[config.mk]
export PLATFORM = sky130hd
export DESIGN_NAME = speed_dash_sequencer
export DESIGN_NICKNAME = d
export VERILOG_FILES = /design/src/rtl/speed_dash_sequencer.sv
export SDC_FILE = /design/constraint.sdc
export NUM_CORES = 1
export LEC_CHECK = 0
export ABC_AREA = 1
export BUFFER_PORTS_ARGS = -buffer_cell sky130_fd_sc_hd__buf_2
export CAP_MARGIN = 20
export CELL_PAD_IN_SITES_DETAIL_PLACEMENT = 0
export CELL_PAD_IN_SITES_GLOBAL_PLACEMENT = 2
export CORE_ASPECT_RATIO = 0.9
export CORE_MARGIN = 2
export CORE_UTILIZATION = 30
export CTS_CLUSTER_DIAMETER = 30
export DETAILED_ROUTE_END_ITERATION = 7
export PLACE_DENSITY_LB_ADDON = 0.1
export SYNTH_ARGS = -nofsm -noshare
export SYNTH_HDL_FRONTEND = slang
export SYNTH_SLANG_ARGS = --single-unit
[constraint.sdc]
create_clock -name i_clk -period 4.5 [get_ports i_clk]
set_clock_uncertainty 0.15 [all_clocks]
set_input_delay 0.675 -clock i_clk [delete_from_list [all_inputs] [get_ports i_clk]]
set_output_delay 0.675 -clock i_clk [all_outputs]
set_load 0.03 [all_outputs]
[src/rtl/speed_dash_sequencer.sv]
`timescale 1ns/1ps
// speed_dash_sequencer: converts a speed sample into a lit-dash target by scanning one threshold
// per clock, then ramps the lit-dash count toward that target paced by the frame animate strobe.
//   state  | meaning
//   S_IDLE | waiting for a speed sample
//   S_SCAN | comparing one dash threshold per clock to build the target
//   S_RAMP | stepping the lit count toward the target on animate pulses
module speed_dash_sequencer #(
    parameter int SPEED_W    = 8,
    parameter int STEP       = 1,
    parameter int HOLD_TICKS = 1
) (
    input  logic               i_clk,
    input  logic               i_rst_n,
    input  logic               i_animate,
    input  logic [SPEED_W-1:0] i_speed,
    input  logic               i_speed_valid,
    output logic               o_speed_ready,
    output logic [5:0]         o_lit_count,
    output logic [32:0]        o_lit_mask,
    output logic [5:0]         o_target_count,
    output logic               o_go_animate,
    output logic               o_busy
);
    localparam int NUM_DASHES = 33;
    localparam int MAX_MPH    = 85;
    localparam int HOLD_W     = $clog2(HOLD_TICKS + 1);
    localparam logic [5:0] STEP_V   = 6'(STEP);
    localparam logic [5:0] LAST_IDX = 6'(NUM_DASHES - 1);

    typedef enum logic [1:0] {S_IDLE, S_SCAN, S_RAMP} state_t;

    state_t              state_q, state_d;
    logic [6:0]          speed_q, speed_d;
    logic [5:0]          idx_q, idx_d;
    logic [5:0]          target_q, target_d;
    logic [5:0]          lit_q, lit_d;
    logic [32:0]         mask_q, mask_d;
    logic [HOLD_W-1:0]   hold_q, hold_d;
    logic [HOLD_W-1:0]   hold_inc;
    logic                capture;

    // Dashes run 5, 7, then repeat the +0/+3/+5/+7 pattern every 10 mph from 10 mph.
    function automatic logic [6:0] thr(input logic [5:0] k);
        logic [5:0] j;
        logic [6:0] base;
        logic [6:0] off;
        if (k == 6'd0) return 7'd5;
        if (k == 6'd1) return 7'd7;
        j    = k - 6'd2;
        base = 7'(10 * (int'(j[5:2]) + 1));
        case (j[1:0])
            2'd0:    off = 7'd0;
            2'd1:    off = 7'd3;
            2'd2:    off = 7'd5;
            default: off = 7'd7;
        endcase
        return base + off;
    endfunction

    function automatic logic [5:0] step_toward(input logic [5:0] lit, input logic [5:0] tgt);
        if (lit < tgt)      return ((tgt - lit) <= STEP_V) ? tgt : lit + STEP_V;
        else if (lit > tgt) return ((lit - tgt) <= STEP_V) ? tgt : lit - STEP_V;
        else                return lit;
    endfunction

    assign capture  = i_speed_valid && (state_q != S_SCAN);
    assign hold_inc = hold_q + HOLD_W'(1);

    always_comb begin
        state_d  = state_q;
        speed_d  = speed_q;
        idx_d    = idx_q;
        target_d = target_q;
        lit_d    = lit_q;
        hold_d   = hold_q;
        mask_d   = '0;
        case (state_q)
            S_SCAN: begin
                if (thr(idx_q) <= speed_q) begin
                    target_d = idx_q + 6'd1;
                    idx_d    = idx_q + 6'd1;
                    if (idx_q == LAST_IDX) state_d = S_RAMP;
                end else begin
                    state_d = S_RAMP;
                end
            end
            S_RAMP: begin
                if (lit_q == target_q) begin
                    if (!capture) begin
                        state_d = S_IDLE;
                        hold_d  = '0;
                    end
                end else if (i_animate) begin
                    if (hold_inc == HOLD_W'(HOLD_TICKS)) begin
                        hold_d = '0;
                        lit_d  = step_toward(lit_q, target_q);
                    end else begin
                        hold_d = hold_inc;
                    end
                end
            end
            default: ;
        endcase
        // A retarget keeps lit and hold progress; only the scan restarts.
        if (capture) begin
            speed_d  = (i_speed > SPEED_W'(MAX_MPH)) ? 7'(MAX_MPH) : 7'(i_speed);
            idx_d    = '0;
            target_d = '0;
            state_d  = S_SCAN;
        end
        for (int k = 0; k < NUM_DASHES; k++) mask_d[k] = (6'(k) < lit_d);
    end

    always_ff @(posedge i_clk or negedge i_rst_n) begin
        if (!i_rst_n) begin
            state_q  <= S_IDLE;
            speed_q  <= '0;
            idx_q    <= '0;
            target_q <= '0;
            lit_q    <= '0;
            mask_q   <= '0;
            hold_q   <= '0;
        end else begin
            state_q  <= state_d;
            speed_q  <= speed_d;
            idx_q    <= idx_d;
            target_q <= target_d;
            lit_q    <= lit_d;
            mask_q   <= mask_d;
            hold_q   <= hold_d;
        end
    end

    assign o_speed_ready  = (state_q != S_SCAN);
    assign o_lit_count    = lit_q;
    assign o_lit_mask     = mask_q;
    assign o_target_count = target_q;
    assign o_go_animate   = (state_q == S_RAMP);
    assign o_busy         = (state_q != S_IDLE);

endmodule

Word level (Yosys, flattened, before mapping)
Cells that the tools add are included.

Bits of input ports: 12. Word-level logic and storage cells: 111. Register bits after elaboration: 55. Output and inout port bits: 48.

$add $sub $neg: 9. Multiplexer cells: 34. Equality and inequality tests: 11. Order comparisons: 39. $mul: 1. Reductions and logical operators: 11.

Operator list (number): 5-bit by 6-bit less-than comparator with 1-bit output, first input constant (16); 6-bit 2-to-1 mux (11); 7-bit 2-to-1 mux (9); 4-bit by 6-bit less-than comparator with 1-bit output, first input constant (8); 3-bit by 6-bit less-than comparator with 1-bit output, first input constant (4); 6-bit by 1-bit adder with 6-bit output, second input constant (2); 6-bit by 1-bit less-or-equal comparator with 1-bit output, second input constant (2); 1-bit by 6-bit less-than comparator with 1-bit output, first input constant (2); 2-bit by 6-bit less-than comparator with 1-bit output, first input constant (2); 6-bit subtractor (2); 3-bit case mux with 3 select lines (1); 8-bit by 7-bit greater-than comparator with 1-bit output, second input constant (1); 1-bit 2-to-1 mux (8); 2-bit 2-to-1 mux (4); 2-bit nonzero test (4); 7-bit adder (1); 7-bit less-or-equal comparator (1); 6-bit by 1-bit equality test with 1-bit output, second input constant (1); 6-bit equality test (1); 6-bit equality test, second input constant (1); 6-bit greater-than comparator (1); 6-bit logical NOT (1); 6-bit less-than comparator (1); 6-bit less-than comparator, first input constant (1); other kinds (17) (20).

Logic depth before layout (Yosys ltp)
Gate-level depths: netlist of run 1.

Depth in word-level cells: 16. Gate-level depth with buffers: 29. Gate-level depth less buffers: 29.

Worst setup path before layout of run 1
OpenSTA, ideal clock, no wires.

Path kind: reg-to-reg. Start point: reg o_target_count[1] (netlist name). End point: reg target_q[4], in the netlist o_target_count[4]. Clock period less this slack: 4.533 ns. Cell stages (with the launch flop): 29. Buffers on the path: 0. Path slack: -0.033 ns. Arrival time: 4.257 ns. Library setup time: 0.126 ns. Data required time: 4.224 ns. Cell sequence: dfrtp_1 -> inv_1 -> ha_1 -> xnor2_1 -> inv_1 -> ha_1 -> xnor2_1 -> inv_1 -> ha_1 -> inv_1 -> fa_1 -> xor2_1 -> xor2_1 -> inv_1 -> o21ai_0 -> a21oi_1 -> ha_1 -> nand2_1 -> inv_1 -> nand3_1 -> inv_1 -> nand2_1 -> nand3_1 -> nand2_1 -> nand2_1 -> nor3_1 -> nand2_1 -> o21ai_0 -> a21oi_1.

RTL lines: to (signal assigned) (RTL line 128) `target_q <= target_d;`; to (decl) (RTL line 36) `logic [5:0] target_q, target_d;`.

==> qor.yml, run 1 <==
critical_path.endpoint_type: "register"
ys_seq_area_share_pct: 35.69
postSynthRegisterBits: 53
vias_per_cell: 4.529
slowest_delay_ns: 0.43
worst_hold_slack_ns: 0.3433
cp_data_arrival_time_ns: 4.25
min_period_ns: 4.225
path_clk_slew_ns: 0.08
final_hold_viol_count: 0
maxCapViolCount: 0
path_max_fanout: 6
syn_area_per_cell_um2: 7.710
cts_sinks: 53
io_pins: 60
synthCells: 482
path_buf_inv: 4
layout-drive-gt1-share_pct: 25.89
post-dp-hpwl_um: 8031
core_area_um2: 12080
overflow: 0
synth_edf_count: 0
cts_max_path_buffers: 2
crit_type: "register to register"
ys_top_cells_by_count: "nand2_1 (106), inv_1 (75), nand3_1 (57)"
worstHoldStart: "speed_q[6]$_DFFE_PN0P_"
async_reset_ff_share_pct: 100.0
multiInputGateArea_um2: 2115
yosysTopAreaCell: "dfrtp_1"
fp.dieH_um: 109.6
wl_per_cell_um: 14.21
grt_max_degree: 54
n_antenna_cell: 0
grt_pass1_vias: 3260
drc: 0
fin_crit_sh_pct: 93.90
synth_top_area_share_pct: 35.69
synth.most_common_cell: "nand2_1"
synth_area_leaders: "dfrtp_1 (36%), ha_1 (11%), nand2_1 (11%), nand3_1 (7.7%), inv_1 (7.6%)"
firstDrtPassIters: 4
final_nets: 609
rows: 38
fillers: 1328
tightest_slew_ns: 0.6800
max_freq_mhz: 236.7
rr_worst_depth: 27
critPathLaunchType: "register"
regArea_um2: 1329
ant_nets: 0
grt_pass1_wl_um: 16700
relSlewSlack_pct: 54.66
hp-class: "register to register"
area_growth_pct: 22.39
finalSetupViolations: 0
r2r_slack_ns: 0.27
place_congestion: 0.8013
startpoint: "o_target_count[2]$_DFFE_PN0P_"
cp_top_family: "simple AND/OR/NAND/NOR gates"
ys.flop_type: "dfrtp_1"
drtIter0Drc: 115
cp.depth: 27
synth_nets: 532
dpl_worst_slack_ns: 0.09540
antenna_found_initial: 0
root_buffer: "clkbuf_16"
vias: 3261
dieArea_um2: 13290
numCtsBuffers: 5
syn-cell-area_um2: 3716
r2r-start: "o_target_count[2]$_DFFE_PN0P_"
wirelength_um: 10230
cp-endpoint: "o_target_count[5]$_DFFE_PN0P_"
drv_slew: 0
fp.dieW_um: 121.3
slowest_stage: "dfrtp_2"
h-tree-depth: 2
r2r_end: "o_target_count[5]$_DFFE_PN0P_"
required_ns: 4.53
synth_warnings: 0
status: "complete, no violations"
worstSkewPairLatency_ns: 0.29
io_buffers: 59
synthDistinctLibCells: 35
grt_use_total_pct: 16.10
layout_setup_ws_ns: 0.2745
cts_tree: "yes"
start_util_pct: 30.77
[cell type report]
| type | count | share of cell area (%) |
|---|---|---|
| multi-input combinational | 336 | 46.49 |
| sequential | 53 | 29.22 |
| timing repair buffer | 76 | 9.298 |
| inverter | 87 | 7.263 |
| tap | 160 | 4.402 |
| clock buffer | 5 | 2.751 |
| clock inverter | 3 | 0.5777 |
[worst register-to-register path, cell delays in order, from the launching register on]
cell	delay (ns)
dfrtp_2	0.43
nor2_2	0.15
nand2_2	0.09
xor2_2	0.24
nand3_2	0.13
xor2_2	0.20
ha_1	0.30
ha_1	0.14
inv_1	0.05
fa_2	0.33
xor2_1	0.19
xor2_1	0.15
inv_1	0.07
o21ai_1	0.11
a21oi_1	0.06
ha_1	0.31
nand2_1	0.06
inv_1	0.05
nand3_2	0.06
inv_2	0.04
nand2_1	0.06
nand3_2	0.06
nand2_2	0.11
nand2_4	0.09
nor3_4	0.21
nand2_2	0.08
o21ai_1	0.13
a21oi_1	0.05
[worst min path at each step]
stage                               end  slack [ns]  cells after the start
6_report         speed_q[6]$_DFFE_PN0P_        0.34                      2
5_1_grt          speed_q[6]$_DFFE_PN0P_        0.38                      2
4_1_cts          speed_q[6]$_DFFE_PN0P_        0.35                      2
3_5_place_dp     speed_q[6]$_DFFE_PN0P_        0.33                      2
3_3_place_gp     speed_q[6]$_DFFE_PN0P_        0.32                      2
2_1_floorplan  o_lit_count[0]$_DFF_PN0_        0.23                      0
[cell families (layout without fill, tap and decap cells)]
logic type      Yosys count  in the layout  share of synthesized area, %
simple gates            222            222                         27.95
buf+inv                  93            171                         9.966
compound gates           60             60                         9.024
flops                    53             53                         35.69
fa+ha+maj                38             38                         13.60
xor+xnor                 16             16                         3.771
[cell usage in the layout, fill, tap and decap left out, drive strengths merged]
master and count:
xor2 12, nor3b 1, o21ai 32, a31oi 1, dfrtp 53, nand3 59
a21oi 23, clkinv 2, nor3 4, nor2 32, fa 4, ha 34
nand2 120, xnor2 4, clkbuf 5, clkinvlp 3, buf 76, a21boi 3
inv 85, or2 1, a31o 1, nand4 5
[registers in the layout (all words and copies together), names as in the netlist]
name / flops
o_lit_mask: 33
speed_q: 7
o_target_count: 6
o_lit_count: 5
state_q: 2
[stage by stage]
stage / TNS (ns) / utilization [%] / cells / area [um^2]
floorplan: 0 / - / 482 / 3717
global placement: 0 / 35.27 / 707 / 4259
global route: -0.1645 / 37.66 / 720 / 4548
detailed placement: 0 / 35.27 / 707 / 4259
CTS: 0 / 36.52 / 715 / 4410
finish: 0 / 37.66 / 720 / 4548
[layer usage]
metal	wire [um]	part of all wire [%]	vias up	GRT usage, %
met5	0	0	-	0
met4	48	0.47	0	3.202
met3	228	2.2	2	1.815
met2	4657	46	40	26.44
met1	5299	52	1539	23.04
li1	-	-	1680	-
[timing repair]
action	4_1_cts	5_1_grt
gates resized for setup	0	28
setup buffers	0	5
hold buffers	0	0
setup endpoints to repair	0	6
Power of run 1 is left out: the tool's default activity adds up to more than one toggle a clock period on the data nets, which glitch-free logic cannot reach.
==> run 2: changes to the inputs <==
--- a/config.mk
+++ b/config.mk
@@ -5,14 +5,13 @@
 export SDC_FILE = /design/constraint.sdc
 export NUM_CORES = 1
 export LEC_CHECK = 0
-export ABC_AREA = 1
 export BUFFER_PORTS_ARGS = -buffer_cell sky130_fd_sc_hd__buf_2
-export CAP_MARGIN = 20
+export CAP_MARGIN = 40
 export CELL_PAD_IN_SITES_DETAIL_PLACEMENT = 0
 export CELL_PAD_IN_SITES_GLOBAL_PLACEMENT = 2
 export CORE_ASPECT_RATIO = 0.9
 export CORE_MARGIN = 2
-export CORE_UTILIZATION = 30
+export CORE_UTILIZATION = 31
 export CTS_CLUSTER_DIAMETER = 30
 export DETAILED_ROUTE_END_ITERATION = 7
 export PLACE_DENSITY_LB_ADDON = 0.1
==> constraint.sdc (replaced) <==
create_clock -name i_clk -period 4.5 [get_ports i_clk]
set_clock_uncertainty 0.15 [all_clocks]
set_input_delay 0.225 -clock i_clk [delete_from_list [all_inputs] [get_ports i_clk]]
set_output_delay 0.225 -clock i_clk [all_outputs]
set_load 0.03 [all_outputs]
==> qor.yml, run 2 <==
tightest_slew_ns: 0.6735
critPathLaunchType: "register"
drtIter0Drc: 81
area_growth_pct: 23.29
r2r-start: "o_target_count[2]$_DFFE_PN0P_"
drv_slew: 0
grt.busiest_layer: "met2"
cts_max_path_buffers: 2
worstSkewPairLatency_ns: 0.29
grt_use_total_pct: 17.10
critical_path.endpoint_type: "register"
cts_tree: "yes"
max_freq_mhz: 228.2
dieArea_um2: 12150
vias_per_cell: 4.922
cp_data_arrival_time_ns: 4.41
hp-class: "input port to register"
wirelength_um: 10010
place_congestion: 0.7855
final_common_cell: "buf_2"
min_period_ns: 4.382
met1_usage_pct: 24.76
fp.dieH_um: 104.8
final_hold_viol_count: 0
synth.most_common_cell: "dfrtp_1"
finalSetupViolations: 0
synth_top_area_share_pct: 37.92
root_buffer: "clkbuf_16"
syn_area_per_cell_um2: 9.376
h-tree-depth: 2
whs_endpoint: "speed_q[1]$_DFFE_PN0P_"
wl_per_cell_um: 16.63
holdPathStages: 3
r2r_end: "o_target_count[4]$_DFFE_PN0P_"
synth_edf_count: 0
synth_area_leaders: "dfrtp_1 (38%), ha_1 (12%), inv_1 (3.9%), a21oi_1 (3.7%), xnor2_1 (3.3%)"
firstDrtPassIters: 4
ys_seq_area_share_pct: 37.92
met2_usage_pct: 26.73
finalSetupTns_ns: 0
stdcell_count: 602
final_nets: 499
core_area_um2: 10900
relSlewSlack_pct: 55.10
numCtsBuffers: 5
dpl_cell_area_um2: 4056
use_met3_pct: 3.654
path_clk_slew_ns: 0.08
fp.dieW_um: 116.0
start_util_pct: 32.08
path_max_fanout: 4
design_area_um2: 4312
grt_pass1_vias: 2933
grt_pass1_wl_um: 16210
yosysTopAreaCell: "dfrtp_1"
io_pins: 60
layout-drive-gt1-share_pct: 26.89
ant_nets: 0
status: "complete, no violations"
post-dp-hpwl_um: 7702
ys.flop_type: "dfrtp_1"
cts_sinks: 53
fin_crit_sh_pct: 97.39
grt_max_degree: 54
required_ns: 4.53
vias: 2963
io_buffers: 59
synthCells: 373
synthDistinctLibCells: 63
rsz0062_at_grt: "yes"
dp_cells: 589
drc: 0
worstHoldStart: "i_speed[1]"
rr_worst_depth: 21
syn-cell-area_um2: 3497
maxCapViolCount: 0
crit_type: "register to register"
final_cell_mix: "buf_2 (59), dfrtp_1 (51), inv_1 (32), ha_1 (32), nand2_1 (29)"
overflow: 0
synth_nets: 423
synth_warnings: 0
ys_top_cells_by_count: "dfrtp_1 (53), inv_1 (36), ha_1 (34)"
fin_util_pct: 39.55
antenna_found_initial: 0
r2r_slack_ns: 0.12
async_reset_ff_share_pct: 100.0
largest_register_ff_count: 33
postSynthRegisterBits: 53
n_antenna_cell: 0
rows: 36
-- run 2: changes by cell type in the layout (fill, tap and decap cells not counted), sizes merged, moves of 9 or more --
cell   delta
xnor2     +9
o21ai    -10
inv      -45
nand2    -89
a21o      +9
nand3    -47
-- run 2: per-layer routing --
layer,up-vias,part of all wire (%)
met5,-,0
met4,0,0.47
met3,5,5.0
met2,54,48
met1,1452,47
li1,1452,-
-- run 2: critical path: stages (launching register included) --
cell	delay [ns]
dfrtp_2	0.44
inv_2	0.10
ha_4	0.14
inv_2	0.05
nor3_2	0.14
a21oi_1	0.05
o31ai_1	0.32
xnor2_1	0.15
ha_1	0.30
ha_2	0.16
inv_2	0.04
fa_1	0.50
nor3b_2	0.21
xnor2_1	0.16
xnor2_1	0.15
nor2_1	0.08
ha_1	0.29
nand4_1	0.10
a21o_1	0.24
nor3b_2	0.26
nand3_1	0.12
mux2i_1	0.13
-- run 2: timing repair --
item,4_1_cts,5_1_grt
gates resized for setup,3,13
pin swaps,0,16
endpoints found under the hold margin,54,0
hold buffers,2,0
setup endpoints to repair,3,8
buffers inserted,0,3
-- run 2: stage by stage --
step	worst slack [ns]	hold slack [ns]
finish	0.1175	0.004801
global route	-0.1412	0.02789
CTS	0.03895	0.002128
detailed placement	-0.02528	0.2433
global placement	0.09657	0.2391
floorplan	0.01544	-0.2206
-- run 2: kinds of logic (layout without fill, tap and decap cells) --
group / count (synthesis) / after routing / synth area share (%)
compound gates: 96 / 96 / 18.93
xor+xnor: 21 / 21 / 5.259
fa+ha+maj: 38 / 38 / 14.45
buf+inv: 51 / 128 / 6.297
flops: 53 / 53 / 37.92
mux: 3 / 3 / 0.8587
simple gates: 111 / 111 / 16.28
-- run 2: final cells by class --
cell class,instances,area [um^2]
Clock inverter,3,28.78
Sequential cell,53,1329
Multi-Input combinational cell,269,2019
Tap cell,152,190.2
Clock buffer,5,125.1
Fill cell,1142,6589
Inverter,39,153.9
Timing Repair Buffer,81,465.4
-- run 2: how the worst max path moves through the flow --
stage | start | to | slack, ns | cells past startpoint
detailed placement | o_target_count[2]$_DFFE_PN0P_ | o_target_count[5]$_DFFE_PN0P_ | -0.03 | 22
global placement | o_target_count[1]$_DFFE_PN0P_ | o_target_count[5]$_DFFE_PN0P_ | 0.1 | 22
finish | o_target_count[2]$_DFFE_PN0P_ | o_target_count[4]$_DFFE_PN0P_ | 0.12 | 21
CTS | o_target_count[2]$_DFFE_PN0P_ | o_target_count[4]$_DFFE_PN0P_ | 0.04 | 21
global route | o_target_count[2]$_DFFE_PN0P_ | o_target_count[4]$_DFFE_PN0P_ | -0.14 | 21
floorplan | o_target_count[2]$_DFFE_PN0P_ | o_target_count[4]$_DFFE_PN0P_ | 0.02 | 21
Power of run 2 is left out for the same reason.
